$ cat src/rtl/button_press_classifier.sv
// button_press_classifier: classifies debounced button edges into short, long and double presses
module button_press_classifier #(
    parameter int TICK_DIV     = 100_000,
    parameter int LONG_TICKS   = 1000,
    parameter int DOUBLE_TICKS = 300
) (
    input  logic       clk,
    input  logic       reset,
    input  logic       rise_i,
    input  logic       fall_i,
    input  logic       evt_ack_i,
    output logic       short_press_o,
    output logic       long_press_o,
    output logic       double_press_o,
    output logic       held_o,
    output logic       evt_valid_o,
    output logic [1:0] evt_code_o,
    output logic       evt_overflow_o
);
    localparam int MAXT = LONG_TICKS > DOUBLE_TICKS ? LONG_TICKS : DOUBLE_TICKS;
    localparam int CW   = $clog2(MAXT + 1);
    localparam int PW   = TICK_DIV > 1 ? $clog2(TICK_DIV) : 1;

    typedef enum logic [2:0] {IDLE, PRESSED, HELD_LONG, WAIT2, PRESSED2} state_t;

    state_t        state_q, state_d;
    logic [PW-1:0] presc_q;
    logic [CW-1:0] cnt_q;
    logic [1:0]    code_d, code_q;
    logic          short_q, long_q, double_q, held_q, valid_q, ovf_q;
    logic          tick, rise, fall, long_to, dbl_to;

    assign tick    = presc_q == PW'(TICK_DIV - 1);
    assign rise    = rise_i & ~fall_i;
    assign fall    = fall_i & ~rise_i;
    assign long_to = tick && cnt_q == CW'(LONG_TICKS - 1);
    assign dbl_to  = tick && cnt_q == CW'(DOUBLE_TICKS - 1);

    // next state and event code; an edge always beats a timeout in the same cycle
    always_comb begin
        state_d = state_q;
        code_d  = 2'b00;
        case (state_q)
            IDLE:      state_d = rise ? PRESSED : IDLE;
            PRESSED: begin
                if (fall) begin
                    state_d = WAIT2;
                end else if (long_to) begin
                    state_d = HELD_LONG;
                    code_d  = 2'b10;
                end
            end
            HELD_LONG: state_d = fall ? IDLE : HELD_LONG;
            WAIT2: begin
                if (rise) begin
                    state_d = PRESSED2;
                end else if (dbl_to) begin
                    state_d = IDLE;
                    code_d  = 2'b01;
                end
            end
            PRESSED2: begin
                if (fall) begin
                    state_d = IDLE;
                    code_d  = 2'b11;
                end else if (long_to) begin
                    state_d = HELD_LONG;
                    code_d  = 2'b11;
                end
            end
            default:   state_d = IDLE;
        endcase
    end

    // timing, state, registered pulses and the software event latch
    always_ff @(posedge clk or posedge reset) begin
        if (reset) begin
            presc_q  <= '0;
            cnt_q    <= '0;
            state_q  <= IDLE;
            short_q  <= 1'b0;
            long_q   <= 1'b0;
            double_q <= 1'b0;
            held_q   <= 1'b0;
            valid_q  <= 1'b0;
            code_q   <= 2'b00;
            ovf_q    <= 1'b0;
        end else begin
            presc_q  <= tick ? '0 : presc_q + 1'b1;
            state_q  <= state_d;
            cnt_q    <= state_d != state_q ? '0 : (tick && cnt_q != '1) ? cnt_q + 1'b1 : cnt_q;
            held_q   <= state_d inside {PRESSED, PRESSED2, HELD_LONG};
            short_q  <= code_d == 2'b01;
            long_q   <= code_d == 2'b10;
            double_q <= code_d == 2'b11;
            if (code_d != 2'b00) begin
                code_q  <= code_d;
                valid_q <= 1'b1;
                ovf_q   <= ~evt_ack_i & (ovf_q | valid_q);
            end else if (evt_ack_i && valid_q) begin
                code_q  <= 2'b00;
                valid_q <= 1'b0;
                ovf_q   <= 1'b0;
            end
        end
    end

    assign short_press_o  = short_q;
    assign long_press_o   = long_q;
    assign double_press_o = double_q;
    assign held_o         = held_q;
    assign evt_valid_o    = valid_q;
    assign evt_code_o     = code_q;
    assign evt_overflow_o = ovf_q;
endmodule
$ cat config.mk
export PLATFORM = sky130hd
export DESIGN_NAME = button_press_classifier
export DESIGN_NICKNAME = d
export VERILOG_FILES = /design/src/rtl/button_press_classifier.sv
export SDC_FILE = /design/constraint.sdc
export NUM_CORES = 1
export LEC_CHECK = 0
export BUFFER_PORTS_ARGS = -buffer_cell sky130_fd_sc_hd__buf_4
export CORE_MARGIN = 4
export CORE_UTILIZATION = 55
export CTS_CLUSTER_SIZE = 8
export DETAILED_ROUTE_END_ITERATION = 10
export PLACE_DENSITY = 0.7
export SYNTH_ARGS = -nofsm -noshare
export SYNTH_HDL_FRONTEND = slang
export SYNTH_SLANG_ARGS = --single-unit
$ cat constraint.sdc
create_clock -name clk -period 6 [get_ports clk]
set_input_delay 0 -clock clk [delete_from_list [all_inputs] [get_ports clk]]
set_output_delay 0 -clock clk [all_outputs]
set_load 0.02 [all_outputs]
==> results of run 1 <==
## cell type report
| class | count | area, um^2 |
|---|---|---|
| clock buffers | 6 | 82.58 |
| clock inverters | 2 | 12.51 |
| fillers | 299 | 1186 |
| inverters | 5 | 18.77 |
| multi-input cells | 163 | 1042 |
| flip-flops and latches | 38 | 950.9 |
| well taps | 46 | 57.56 |
| repair buffers | 15 | 117.6 |
## worst paths after layout
| check | from | slack [ps] | cells after the start | end |
|---|---|---|---|---|
| setup / recovery | cnt_q[0] | 3690 | 7 | cnt_q[0] |
| hold / removal | rise_i | 200 | 4 | short_press_o |
| setup reg to reg | cnt_q[0] | 3690 | 7 | cnt_q[0] |
| hold reg to reg | presc_q[0] | 500 | 1 | presc_q[0] |
| max in group asynchronous | reset | 5290 | 4 | cnt_q[9] |
| min in group asynchronous | reset | 380 | 4 | evt_code_o[1] |
## state kept, by name (all words and copies together) (netlist names)
register,cells
double_press_o,1
presc_q,17
state_q,3
held_o,1
short_press_o,1
evt_code_o,2
evt_valid_o,1
long_press_o,1
cnt_q,10
evt_overflow_o,1
## cells by family (layout without fill, tap and decap cells)
kind of cell | count (synthesis) | in the layout | synth area share
simple gates | 115 | 115 | 0.3057
xor+xnor | 23 | 23 | 0.09805
buf+inv | 11 | 28 | 0.02984
fa+ha+maj | 2 | 2 | 0.01218
flops | 38 | 38 | 0.4628
compound gates | 22 | 22 | 0.08648
mux | 1 | 1 | 0.004872
## routing by layer
layer  GRT usage  routed length [um]
met1      0.2479                1864
met2      0.2638                1726
met5           0                   0
met4     0.08026                  63
met3     0.05814                 173
## tightest hold or removal path, cell delays in order
cell      delay [ps]
buf_4             90
nand2b_1         120
nand3_1          140
nor4_1           100
## metrics by stage
stage          hold slack, ps    util  instances
5_1_grt                 211.7  0.6580        275
3_3_place_gp            134.2  0.6248        265
4_1_cts                 190.6  0.6580        275
3_5_place_dp            143.4  0.6248        265
6_report                204.5  0.6580        275
2_1_floorplan           143.8       -        212
## power by group through the flow
stage / clock, mW / sequential [mW] / combinational [mW]
5_1_grt: 0.202 / 0.306 / 0.190
2_1_floorplan: 0 / 0.313 / 0.114
6_report: 0.181 / 0.303 / 0.169
4_1_cts: 0.189 / 0.302 / 0.172
3_3_place_gp: 0 / 0.305 / 0.166
3_5_place_dp: 0 / 0.307 / 0.170
## placed cells by master (no fill, tap or decap), types with 4 or more instances in the layout
| cell | n |
|---|---|
| xnor2_1 | 8 |
| and2_1 | 4 |
| buf_4 | 13 |
| o21ai_0 | 6 |
| nand2_1 | 25 |
| inv_1 | 5 |
| clkbuf_8 | 6 |
| nand3_1 | 16 |
| nand2b_1 | 5 |
| nor3_1 | 4 |
| nand4_1 | 6 |
| xor2_1 | 15 |
| nor2_1 | 29 |
| dfrtp_1 | 38 |
==> results_dict.tcl, run 1 <==
set metrics [dict create \
    ys_ff_latch 38 \
    power.density_nw_per_um2 285.9 \
    fp.dieW_um 69.12 \
    synth_top_area_cell "dfrtp_1" \
    layout-drive-gt1-share 0.1616 \
    max_stage_delay_ps 520 \
    cts_tree "built" \
    ys_top_cells_by_count "dfrtp_1, nor2_1, nand2_1" \
    nets 235 \
    die_h_um 69.12 \
    syn-num-nets 219 \
    avgSynthCellArea_um2 9.691 \
    cap_violations 0 \
    synth_ff_type "dfrtp_1" \
    seq_area_frac_synth 0.4629 \
    n_antenna_cell 0 \
    skew_ps 12.05 \
    power.switching_uw 213.8 \
    setup_viol 0 \
    tightest_slew_ps 651.5 \
    critical_path_class "reg2reg" \
    first_pass_iters 4 \
    h-tree-depth 2 \
    cts_buffer_depth 2 \
    worstSkewPairLatency_ps 290 \
    post_cts_resized 0 \
    p_seq_frac 0.464 \
    avgRoutedWirePerCell_um 13.92 \
    p_total_uw 652.4 \
    synth_top_area_frac 0.4629 \
    pwr-share-comb 0.258 \
    crit_arrival_ps 2460 \
    clkPwrFrac 0.278 \
    cts_buffers 5 \
    dpl_cell_area_um2 2167 \
    first_global_vias 1559 \
    syn-cell-area_um2 2054 \
    io_buffers 12 \
    critPathTopFamily "simple AND/OR/NAND/NOR gates" \
    finalWirelength_um 3827 \
    ys_warn_count 0 \
    p_int_uw 438.6 \
    grt_overflow_total 0 \
    hold_buffers 2 \
    dp_hpwl_um 2774 \
    status "finished clean" \
    drv_slew 0 \
    grtUsageTotal 0.1818 \
    synth_cell_types 51 \
    finalSetupTns_ps 0 \
    layout-area-overhead-vs-synth_pct 11.08 \
    grt_max_degree 39 \
    critPathBufInv 0 \
    vias_per_cell 5.684 \
    synth-edff-count 0 \
    drc 0 \
    p_leak_nw 0.9899 \
    vias 1563 \
    peakVddDrop_mv 0.1668 \
    worstPathCellList "ha_1, and4b_2, nand2_1, or4_4, a31oi_4, o2bb2ai_2, nor2_1" \
    pre_cts_ws_ps 3688 \
    critPathLaunchType "flip-flop" \
    max_freq_mhz 433.5 \
    synth-async-reset-ratio 1.000 \
    grt_pass1_wl_um 7093 \
    critPathMaxFanout 10 \
    start_util 0.5924 \
    critical_path.endpoint_type "flip-flop" \
    post-route-cell-area_um2 2282 \
    grt_setup_unrepaired "false" \
    setup_ws_ps 3693 \
    cts-root-buf "clkbuf_8" \
    synth.most_common_cell "dfrtp_1" \
    place.gp.congestion 0.9353 \
    cts_sinks 38 \
    drtAntennaViolNets 0 \
    fin_crit_ps 2307 \
    post-route-period-util 0.3845 \
    cts_setup_buffers 0 \
    relSlewSlack 0.5617 \
    drt_iter0_markers 81 \
    crit_path_top_delay_cell "or4_4" \
    synthTopCellsByArea "dfrtp_1, xor2_1, nor2_1" \
    holdCritPathClass "in2reg" \
    io_pins 13 \
    path_clk_slew_ps 70 \
    grt_antenna_before_repair 0 \
    finalHoldViolCount 0 \
    cp.required_ps 6160 \
    die_area_um2 4777 \
    syn_inst 212 \
    core_area_um2 3468 \
    switching_share 0.3277 \
    rows 21 \
]
Power figures use the tool's default switching activity.
==> run 2, diff against run 1 <==
Settings changed: ABC_AREA from default to 1.
Clock period 6 ns to 2.18 ns, I/O delays scaled along.
==> run 2 against run 1 <==
- critical path type unchanged
- routed wire length up 12%
- sequential share of layout area shrank 4.5 points
- synthesized cell count increased by 34%
- die area rose by 9.8%
- sequential power rose to 2.6 times the previous value
- clock power rose to 3.4 times the previous value
- synthesized area is 11% higher
==> results_dict.tcl, run 2 <==
set metrics [dict create \
    status "finished clean" \
    die_area_um2 5247 \
    drt-met1-wl_um 2040 \
    cap_violations 0 \
    holdPathStages 4 \
    io_pins 13 \
    fin_util 0.6390 \
    cts-root-buf "clkbuf_8" \
    top_layer_used "met4" \
    rr_worst_depth 9 \
    timing.rr.end "cnt_q[8]" \
    wl_met2_um 2109 \
    fp.dieW_um 72.44 \
    core_area_um2 4000 \
    met3_length_um 129 \
    grtUsageTotal 0.1865 \
    cts_buffers 5 \
    ys_ff_latch 38 \
    hp-start "fall_i" \
    synthTopCellsByArea "dfrtp_1, nand2_1, inv_1" \
    cts_sinks 38 \
    fillers 353 \
    io_buffers 12 \
    place.gp.congestion 0.8453 \
    first_pass_iters 4 \
    layout-area-overhead-vs-synth_pct 11.95 \
    rows 23 \
    r2r_slack_ps 150 \
    grt_antenna_before_repair 0 \
    grt_setup_unrepaired "true" \
    synth_top_area_cell "dfrtp_1" \
    syn-cell-area_um2 2283 \
    syn_inst 284 \
    max_freq_mhz 492.8 \
    die_h_um 72.44 \
    cts_buffer_depth 2 \
    holdCritPathClass "in2reg" \
    n_antenna_cell 0 \
    tightest_slew_ps 486.1 \
    seq_area_frac_synth 0.4164 \
    dp_hpwl_um 3128 \
    finalWirelength_um 4294 \
    reg.largest.list "presc_q (17), cnt_q (10), state_q (3)" \
    nets 310 \
    synth_cell_types 35 \
    drt_iter0_markers 133 \
    critical_path.endpoint_type "flip-flop" \
    drc 0 \
    vias_per_cell 5.017 \
    synth-edff-count 0 \
    critPathMaxFanout 9 \
    syn-num-nets 291 \
    top_register "presc_q" \
    cts_tree "built" \
    vias 1771 \
    h-tree-depth 2 \
    fin_crit_ps 2029 \
    reg2reg_from "presc_q[0]" \
    largest_register_ffs 17 \
    path_clk_slew_ps 70 \
    min_to "state_q[0]" \
    crit_start "presc_q[0]" \
    max_stage_delay_ps 370 \
    start_util 0.5708 \
    drtAntennaViolNets 0 \
    worstSkewPairLatency_ps 290 \
    multi_input_area_um2 1117 \
    grt_overflow_total 0 \
    synth.most_common_cell "nand2_1" \
    post-route-period-util 0.9309 \
    finalHoldViolCount 0 \
    synth-async-reset-ratio 1.000 \
    mostFrequentLayoutCells "nand2_1, inv_1, dfrtp_1" \
    layout-drive-gt1-share 0.1947 \
    drv_slew 0 \
    finalSetupTns_ps 0 \
    post_cts_resized 0 \
    grt_pass1_wl_um 7776 \
    cp.required_ps 2340 \
    p_leak_nw 1.250 \
    ys_top_cells_by_count "nand2_1, inv_1, dfrtp_1" \
    synth_top_area_frac 0.4164 \
    avgRoutedWirePerCell_um 12.16 \
    skew_ps 10.99 \
    avgSynthCellArea_um2 8.040 \
    cts_setup_buffers 0 \
    final_common_cell "nand2_1" \
    crit_path_top_delay_cell "dfrtp_1" \
    critical_path_class "reg2reg" \
    first_global_vias 1779 \
    crit_arrival_ps 2190 \
    critPathLaunchType "flip-flop" \
    worstPathCellList "ha_1, nand2_2, nor2_4, nand3_2, nor3b_2, o21ai_2, nor2_1, xor2_1, nor3_2" \
    power.density_nw_per_um2 731.8 \
    grt_max_degree 39 \
    synth_ff_type "dfrtp_1" \
    seq_area_um2 950.9 \
    relSlewSlack 0.6759 \
    peakVddDrop_mv 0.6416 \
    ys_warn_count 0 \
    setup_viol 0 \
]
-- run 2: cell families (layout without fill, tap and decap cells) --
logic type / after synthesis / in the layout / synth area share
xor gates and xnor gates: 11 / 11 / 0.04220
AOI/OAI and AO/OA: 33 / 33 / 0.08494
adders and majority gates: 2 / 2 / 0.01096
and+or+nand+nor: 145 / 145 / 0.3512
DFF: 38 / 38 / 0.4164
buffers and inverters: 55 / 74 / 0.09424
-- run 2: how the worst max path moves through the flow --
stage               endpoint  slack [ps]  cells after the start
CTS                 cnt_q[8]         140                      9
floorplan           cnt_q[8]         460                      9
finish              cnt_q[8]         150                      9
global route        cnt_q[8]          -7                      9
detailed placement  cnt_q[8]         220                      9
global placement    cnt_q[8]         250                      9
-- run 2: where the power goes --
group / switching [mW] / internal (mW)
registers: 0.0411 / 0.757
logic: 0.306 / 0.155
clock network: 0.246 / 0.366
total: 0.593 / 1.28
-- run 2: worst max-delay path, delay by kind of cell (launching register included) --
kind | cells | cell delay (ps)
AND/OR/NAND/NOR | 6 | 930
flip-flops | 1 | 370
adder cells (fa/ha/maj) | 1 | 200
AO/OA/AOI/OAI | 1 | 190
XOR/XNOR | 1 | 220
-- run 2: repair_timing --
| item | in CTS | in global routing |
|---|---|---|
| hold buffers | 2 | 0 |
| hold endpoints to repair | 39 | 0 |
| endpoints found under the setup margin | 0 | 1 |
-- run 2: through the flow --
step	hold slack, ps	setup WS (ps)	std cells	area (um^2)	total power, mW
floorplan	111.0	458.6	284	2283	1.140
global route	108.8	-6.899	353	2556	1.969
finish	66.01	150.6	353	2556	1.871
global placement	147.8	253.3	344	2424	1.270
detailed placement	164.4	217.5	344	2424	1.275
CTS	50.60	136.0	353	2556	1.896
-- run 2: area by class of cell --
cell class	instances	share of cell area
Clock inverter	1	0.01175
Multi-Input combinational cell	191	0.4371
Sequential cell	38	0.3720
Inverter	52	0.07636
Tap cell	50	0.02447
Timing Repair Buffer	15	0.04601
Clock buffer	6	0.03231
-- run 2: metal layers --
layer | global-route usage | vias up
met5 | 0 | -
met4 | 0.05943 | 0
met3 | 0.04017 | 2
met2 | 0.3033 | 26
met1 | 0.2489 | 804
li1 | - | 939
==> run 3, diff against run 2 <==
Settings changed: CORE_MARGIN 4 to 2, GPL_TIMING_DRIVEN from default to 0.
==> run 3 against run 2 <==
- final cell count is 0.85% higher
- via count is 2.8% higher
- core utilization down 0.13 points
- clock power down 17%
- largest cell class unchanged
- sequential share of layout area rose by 0.073 points
- sequential power shrank 0.5%
- fmax grew 2.6%
- register-to-register slack better by 50 ps
==> results_dict.tcl, run 3 (synthesized netlist as in run 2, its figures left out) <==
set metrics [dict create \
    hold_ws_ps 60.61 \
    die_area_um2 4683 \
    place.gp.congestion 0.8503 \
    io_buffers 12 \
    drv_slew 0 \
    power.density_nw_per_um2 690.2 \
    grtUsageTotal 0.2169 \
    nets 312 \
    finalSetupTns_ps 0 \
    layout-drive-gt1-share 0.2059 \
    status "finished clean" \
    grt_pass1_wl_um 7514 \
    rows 23 \
    drc 0 \
    peakVddDrop_mv 0.7212 \
    finalWirelength_um 4257 \
    io_pins 13 \
    grt_antenna_before_repair 0 \
    layout-area-overhead-vs-synth_pct 11.73 \
    dp_hpwl_um 3111 \
    worstSkewPairLatency_ps 290 \
    largest_register_ffs 17 \
    p_leak_nw 1.249 \
    fin_crit_ps 1979 \
    cp.required_ps 2350 \
    cts_buffer_depth 2 \
    skew_ps 4.820 \
    cap_violations 0 \
    wl_met2_um 2120 \
    setup_viol 0 \
    die_h_um 68.44 \
    stdcell_count 356 \
    fp.dieW_um 68.44 \
    cts_tree "built" \
    critPathLaunchType "flip-flop" \
    final_common_cell "nand2_1" \
    grt_max_degree 39 \
    max_freq_mhz 505.4 \
    start_util 0.5708 \
    mostFrequentLayoutCells "nand2_1, inv_1, dfrtp_1" \
    vias_per_cell 5.115 \
    critical_path_class "reg2reg" \
    cts_sinks 38 \
    critPathMaxFanout 9 \
    drtAntennaViolNets 0 \
    met3_length_um 124 \
    n_antenna_cell 0 \
    drt_iter0_markers 93 \
    path_clk_slew_ps 80 \
    cts_buffers 5 \
    finalHoldViolCount 0 \
    cts-root-buf "clkbuf_8" \
    relSlewSlack 0.4690 \
    h-tree-depth 2 \
    reg.largest.list "presc_q (17), cnt_q (10), state_q (3)" \
    holdCritPathClass "in2reg" \
    first_global_vias 1746 \
    tightest_slew_ps 795.4 \
    grt_setup_unrepaired "false" \
    top_layer_used "met4" \
    top_register "presc_q" \
    crit_arrival_ps 2150 \
    post-route-period-util 0.9077 \
    first_pass_iters 4 \
    vias 1821 \
    placed_cells 346 \
    critical_path.endpoint_type "flip-flop" \
    core_area_um2 4000 \
    avgRoutedWirePerCell_um 11.96 \
    grt_overflow_total 0 \
    drt-met1-wl_um 1925 \
    p_total_mw 1.761 \
]
==> run 3: cell types whose count changed in the layout (fill, tap and decap cells not counted) <==
cell        before  now
buf_2            0    1
buf_4           13   14
bufinv_16        1    0
clkinv_2         0    1
clkinvlp_4       0    1
inv_1           48   47
inv_2            4    5
==> run 3: path summary, 6_finish.rpt <==
check	end	cells past startpoint	start	slack, ps
min in group asynchronous	presc_q[2]	3	reset	420
worst min-delay path	state_q[0]	4	fall_i	60
worst max-delay path	cnt_q[8]	9	presc_q[0]	200
max in group asynchronous	presc_q[12]	3	reset	1240
worst max register to register	cnt_q[8]	9	presc_q[0]	200
worst min register to register	presc_q[0]	1	presc_q[0]	470
==> run 3: timing repair <==
action | in CTS | in global routing
endpoints found under the hold margin | 39 | 0
gates resized for setup | 0 | 0
hold buffers | 2 | 0
setup buffers | 0 | 0
==> run 3: cell type report <==
type                       instances  area (um^2)
buffer                             3        20.02
clock buffer                       6        82.58
clock inverter                     2        12.51
fill                             368         1449
inverter                          52        195.2
multi-input combinational        191         1117
sequential                        38        950.9
tap                               50        62.56
timing repair buffer              14        110.1
==> run 3: per-stage QoR <==
step / worst slack, ps / util / area, um^2
detailed placement: 195.3 / 0.6090 / 2436
global placement: 229.3 / 0.6090 / 2436
global route: 0.3679 / 0.6378 / 2551
floorplan: 458.6 / - / 2283
CTS: 177.8 / 0.6378 / 2551
finish: 201.3 / 0.6378 / 2551
==> run 3: worst max-delay path: stages (launching register included) <==
cell     delay (ps)
dfrtp_1         380
ha_1            210
nand2_2          80
nor2_4          160
nand3_2         120
nor3b_2         320
o21ai_2         180
nor2_1          150
xor2_1          190
nor3_2           60
==> run 3: report_power, final <==
| group | leakage, nW | internal, mW | total (mW) | switching, mW |
|---|---|---|---|---|
| clock network | 0.0472 | 0.254 | 0.510 | 0.256 |
| logic | 0.694 | 0.154 | 0.457 | 0.303 |
| registers | 0.509 | 0.757 | 0.794 | 0.0375 |
==> run 3: metal layers <==
layer  up-vias  GRT usage
met3         9    0.05263
met2        26     0.3702
li1        942          -
met1       844     0.2598
met5         -          0
met4         0    0.08750
